--- src/rtl/counter_pkg.sv ---
`default_nettype none
// +----------------------------------------------------------------------+
// | counter_pkg : shared types and constants for the counter sequencer   |
// | Rev 1.0                                                              |
// +----------------------------------------------------------------------+
package counter_pkg;

  localparam int CFG_W      = 8;
  localparam int CFG_PASS_W = 8;
  localparam int STEP_MIN   = 1;

  typedef enum logic [1:0] {
    IDLE  = 2'd0,
    RUN   = 2'd1,
    PAUSE = 2'd2,
    DONE  = 2'd3
  } seq_state_e;

  typedef struct packed {
    logic [CFG_W-1:0]      start;
    logic [CFG_W-1:0]      limit;
    logic [CFG_W-1:0]      step;
    logic [CFG_PASS_W-1:0] passes;
  } cfg_t;

endpackage
`default_nettype wire

--- src/rtl/counter_datapath.sv ---
`default_nettype none
// +----------------------------------------------------------------------+
// | counter_datapath : count register, widened adder and limit compare   |
// | Rev 1.0                                                              |
// +----------------------------------------------------------------------+
module counter_datapath
  import counter_pkg::*;
#(
  parameter int W = 8
) (
  input  logic         clk,
  input  logic         rst,
  input  logic         clear_i,
  input  logic         load_i,
  input  logic         advance_i,
  input  logic [W-1:0] load_val_i,
  input  logic [W-1:0] step_i,
  input  logic [W-1:0] limit_i,
  output logic [W-1:0] count_o,
  output logic         last_raw_o
);

  logic [W-1:0] count_q;
  logic [W-1:0] count_d;
  logic [W-1:0] step_eff;
  logic [W:0]   nxt;

  always_comb begin
    step_eff = step_i;
    if (step_i == '0) begin
      step_eff = W'(STEP_MIN);
    end
  end

  // Carry bit is kept so that an overflowing sum reads as past the limit.
  assign nxt        = {1'b0, count_q} + {1'b0, step_eff};
  assign last_raw_o = (nxt > {1'b0, limit_i});

  always_comb begin
    count_d = count_q;
    if (clear_i) begin
      count_d = '0;
    end else if (load_i) begin
      count_d = load_val_i;
    end else if (advance_i) begin
      count_d = nxt[W-1:0];
    end
  end

  always_ff @(posedge clk) begin
    if (rst) begin
      count_q <= '0;
    end else begin
      count_q <= count_d;
    end
  end

  assign count_o = count_q;

endmodule
`default_nettype wire

--- src/rtl/counter_sequencer.sv ---
`default_nettype none
// +----------------------------------------------------------------------+
// | counter_sequencer : config latch and run FSM for the counter datapath|
// | Rev 1.0                                                              |
// +----------------------------------------------------------------------+
module counter_sequencer
  import counter_pkg::*;
#(
  parameter int W      = CFG_W,
  parameter int PASS_W = CFG_PASS_W
) (
  input  logic              clk,
  input  logic              rst,
  input  logic              cfg_valid,
  output logic              cfg_ready,
  input  logic [W-1:0]      cfg_start,
  input  logic [W-1:0]      cfg_limit,
  input  logic [W-1:0]      cfg_step,
  input  logic [PASS_W-1:0] cfg_passes,
  input  logic              start,
  input  logic              en,
  input  logic              pause,
  input  logic              abort,
  output logic [W-1:0]      count,
  output logic              busy,
  output logic              last,
  output logic              done
);

  seq_state_e        state_q;
  seq_state_e        state_d;
  cfg_t              cfg_q;
  cfg_t              cfg_d;
  logic [PASS_W-1:0] pass_q;
  logic [PASS_W-1:0] pass_d;

  logic              dp_clear;
  logic              dp_load;
  logic              dp_advance;
  logic              last_raw;
  logic [PASS_W-1:0] passes_cfg;

  assign passes_cfg = PASS_W'(cfg_q.passes);

  counter_datapath #(
    .W (W)
  ) u_datapath (
    .clk        (clk),
    .rst        (rst),
    .clear_i    (dp_clear),
    .load_i     (dp_load),
    .advance_i  (dp_advance),
    .load_val_i (W'(cfg_q.start)),
    .step_i     (W'(cfg_q.step)),
    .limit_i    (W'(cfg_q.limit)),
    .count_o    (count),
    .last_raw_o (last_raw)
  );

  always_comb begin
    state_d    = state_q;
    cfg_d      = cfg_q;
    pass_d     = pass_q;
    dp_clear   = 1'b0;
    dp_load    = 1'b0;
    dp_advance = 1'b0;

    case (state_q)
      IDLE: begin
        // The load below uses cfg_q, so a config accepted alongside start
        // only takes effect on the following run.
        if (cfg_valid) begin
          cfg_d.start  = CFG_W'(cfg_start);
          cfg_d.limit  = CFG_W'(cfg_limit);
          cfg_d.step   = CFG_W'(cfg_step);
          cfg_d.passes = CFG_PASS_W'(cfg_passes);
        end
        if (start) begin
          state_d = RUN;
          dp_load = 1'b1;
          pass_d  = passes_cfg;
        end
      end

      RUN: begin
        if (abort) begin
          state_d  = IDLE;
          dp_clear = 1'b1;
        end else if (pause) begin
          state_d = PAUSE;
        end else if (en) begin
          if (!last_raw) begin
            dp_advance = 1'b1;
          end else if (passes_cfg == '0) begin
            dp_load = 1'b1;
          end else if (pass_q > PASS_W'(1)) begin
            dp_load = 1'b1;
            pass_d  = pass_q - PASS_W'(1);
          end else begin
            state_d = DONE;
          end
        end
      end

      PAUSE: begin
        if (abort) begin
          state_d  = IDLE;
          dp_clear = 1'b1;
        end else if (!pause) begin
          state_d = RUN;
        end
      end

      DONE: begin
        state_d = IDLE;
        if (abort) begin
          dp_clear = 1'b1;
        end
      end

      default: begin
        state_d = IDLE;
      end
    endcase
  end

  always_ff @(posedge clk) begin
    if (rst) begin
      state_q      <= IDLE;
      cfg_q.start  <= '0;
      cfg_q.limit  <= '0;
      cfg_q.step   <= CFG_W'(STEP_MIN);
      cfg_q.passes <= CFG_PASS_W'(1);
      pass_q       <= '0;
    end else begin
      state_q <= state_d;
      cfg_q   <= cfg_d;
      pass_q  <= pass_d;
    end
  end

  assign cfg_ready = (state_q == IDLE);
  assign busy      = (state_q != IDLE);
  assign done      = (state_q == DONE);
  assign last      = ((state_q == RUN) || (state_q == PAUSE)) && last_raw;

endmodule
`default_nettype wire

--- config.mk ---
export PLATFORM = sky130hd
export DESIGN_NAME = counter_sequencer
export DESIGN_NICKNAME = d
export VERILOG_FILES = /design/src/rtl/counter_pkg.sv /design/src/rtl/counter_datapath.sv /design/src/rtl/counter_sequencer.sv
export SDC_FILE = /design/constraint.sdc
export NUM_CORES = 1
export LEC_CHECK = 0
export CORE_ASPECT_RATIO = 0.5
export CORE_MARGIN = 1.5
export CORE_UTILIZATION = 47
export CTS_CLUSTER_SIZE = 24
export DETAILED_ROUTE_END_ITERATION = 8
export HOLD_SLACK_MARGIN = 0.1
export MAX_ROUTING_LAYER = met4
export PLACE_DENSITY = 0.76
export SYNTH_ARGS = -nofsm -noshare
export SYNTH_HDL_FRONTEND = slang
export SYNTH_SLANG_ARGS = --single-unit
--- constraint.sdc ---
create_clock -name clk -period 3.5 [get_ports clk]
set_input_delay 0.875 -clock clk [delete_from_list [all_inputs] [get_ports clk]]
set_output_delay 0.875 -clock clk [all_outputs]
set_load 0.01 [all_outputs]
==> impl_results.md <==
* Final hold violations at 0
* Rows at 19
* Unrepaired setup endpoints after global routing: yes
* Final clock skew at 0.00494 ns
* Setup crit start kind: flip-flop
* # setup viols final at 9
* Slew @ Worst Pin at about 1.1 ns
* Num CTS Buffers at 5
* CP max FO at 3
* Final hold slack at 0.456 ns
* Post-synthesis sequential area ratio at 35.5%
* Setup CP Type: reg -> out
* Die area at 6500 sq um
* Grt total ovfl at 0
* Status: finished with violations
* Post-Route WL at 7900 microns
* Initial core utilization at 50.0%
* Fraction of layout cells with a size suffix above 1 at between 20% and 30%
* TritonRoute pass-1 iters at 4
* Post-synthesis register bit count at 50
* Vias in the first global route at 2808
* Cells after synthesis at 351
* CORE AREA at between 5000 and 6000 sq um
* First-pass GRT wire length at 13300 microns
* Worst EP required at 2.62 ns
* Fin nets at around 500
* Half-perimeter wire length after placement at 5810 microns
* Yosys top cell area share at a little over a third
* Post-synth EDFFs at 0
* H-tree Lvls at 2
* Worst path bufs/invs at 1
* Vias at 2841
* Fin crit share at 115%
* Fmax at 0.249 GHz
* Worst slew margin at 29.7%
* GPL Wtd Cong at around 0.86
* Avg Cell Area, Syn at 8.03 sq um
* Vias per cell at 5.68
* Maximum VDD drop at 0.000238 V
* Clk root buf: clkbuf_16
* CTS tree: done
* Async S/R FF share, synth at 0%
* Initial antenna violation count at 0
* Leak at 1.65 nW
* Wire length per cell at 15.8 microns
* Die height at between 50 and 60 microns
* Initial DRC Count at 174
* Skew-Pair Late Insertion Delay at 0.29 ns
* Slowest-stage cell, CP: fa_2
* Pwr Density at 543 nW/um^2
* Number of port buffers at 50
* Delay-heaviest family, CP: compound AO/OA/AOI/OAI gates
* Predominant post-synthesis flop cell: dfxtp_1
* # clock sinks at 50
* Synth top area cells: dfxtp_1 (36%), nand2_1 (9.9%), ha_1 (9.8%)
* Yosys warns at 0
* Reg clk slew, reported paths at 0.06 ns
* Die W at 113 microns
* Syn_nets at 413
* Antenna diodes at 0
* Synth top cells by count: nand2_1 (74), dfxtp_1 (50), a21oi_1 (47)
* Clock buffer depth at 2
* Setup TNS at -0.817 ns
* Post-layout min period at 4.01 ns
* # DRC at 0
* Layout overhead on the synthesized area at 39.6%
* Violated checks: setup timing
* Mapped cell area at 2820 sq um
* Crit path cell chain: nor4_2 > a21o_1 > ha_2 > fa_2 > a211oi_2 > o21ai_2 > xor2_1 > ha_1 > a21o_1 > a211oi_4 > a211oi_4 > nor3_4 > nor2b_2 > buf_2
* Critical path's largest stage delay at 0.37 ns
* Largest net degree at the start of global routing at 41
* Yosys cell types at 52
* Fin. max-slew vios at 0
* Arr. time, crit path at 3.14 ns
* Hold Path Class: reg -> reg
* GRT Total Usage at 26.6%
* Dominant cell type by area after synthesis: dfxtp_1
* Number of max-cap violations at 0
* Antenna-violating nets left at 0
* Most frequent cell after synthesis: nand2_1
* Critical Path End Type: primary output
* Slack of the critical path at -0.511 ns
* Io pins at 51
==> cells in the final DEF (no fill, tap or decap), types with 5 or more instances in the layout <==
master	instances
clkdlybuf4s50_1	49
nand3_1	5
o31ai_1	5
nor2_1	18
buf_4	36
dfxtp_1	43
clkbuf_16	5
ha_1	21
nand2_1	74
dfxtp_2	7
a21oi_1	45
nor3_1	7
inv_1	17
and3_2	7
a221o_1	8
==> worst register-to-register path, stage by stage (launching register included) <==
cell and delay (ns):
dfxtp_2 0.34, nor4_2 0.05, a21o_1 0.17, ha_2 0.18, fa_2 0.37, a211oi_2 0.24, o21ai_2 0.10, xor2_1 0.17
ha_1 0.31, a21o_1 0.22, a211oi_4 0.29, a211oi_4 0.08, buf_4 0.17, buf_6 0.11, nor4_4 0.22, buf_4 0.21
o21ai_0 0.10, a21oi_1 0.19
==> cell type report <==
class | count | area, sq um
Fill cell | 451 | 1700
Sequential cell | 50 | 1010
Timing Repair Buffer | 87 | 777
Clock buffer | 5 | 125
Inverter | 17 | 63.8
Clock inverter | 3 | 40.0
Multi-Input combinational cell | 265 | 1830
Tap cell | 73 | 91.3
==> worst paths after layout <==
kind	endpoint	start	slack [ns]	cells past startpoint
worst min-delay path	cfg_q[18]	cfg_q[18]	0.46	2
worst min register to register	cfg_q[18]	cfg_q[18]	0.46	2
worst max register to register	pass_q[1]	cfg_q[9]	-0.09	17
worst max-delay path	last	cfg_q[9]	-0.51	14
==> cell families after synthesis <==
group | share of synthesized area [%]
simple gates | 24.3
compound gates | 22.6
flops | 35.5
buf+inv | 4.88
fa+ha+maj | 10.5
xor+xnor | 1.86
mux | 0.355
==> registers in the layout, summed over array words and instances (netlist names) <==
register            cells
passes_cfg              8
state_q                 2
u_datapath.count_o      8
cfg_q                  24
pass_q                  8
==> layer usage <==
layer	part of all wire [%]	wire, microns	global-route usage [%]
met1	47	3710	33.6
met2	47	3740	45.4
met3	4.0	313	4.39
met4	1.6	130	7.23
met5	0	0	-
==> timing repair <==
action | CTS | global route
hold buffers | 0 | 0
gates cloned | 1 | 0
buffers inserted | 4 | 2
endpoints found under the setup margin | 18 | 19
gates resized for setup | 21 | 3
pin swaps | 23 | 12
==> per-stage QoR <==
step,power [mW],area [sq um],setup slack [ns],std cells,utilization (%)
4_1_cts,2.12,3910,-0.584,500,69.5
3_5_place_dp,1.47,3630,-0.652,487,64.4
3_3_place_gp,1.43,3630,-0.545,487,64.4
2_1_floorplan,1.18,2870,-0.0404,351,-
5_1_grt,2.26,3930,-0.685,500,69.8
6_report,2.14,3930,-0.511,500,69.8
==> power breakdown <==
part           internal, mW  switching [mW]
logic                 0.421           0.485
clock network         0.335           0.220
registers             0.629          0.0462
Power figures use the tool's default switching activity.
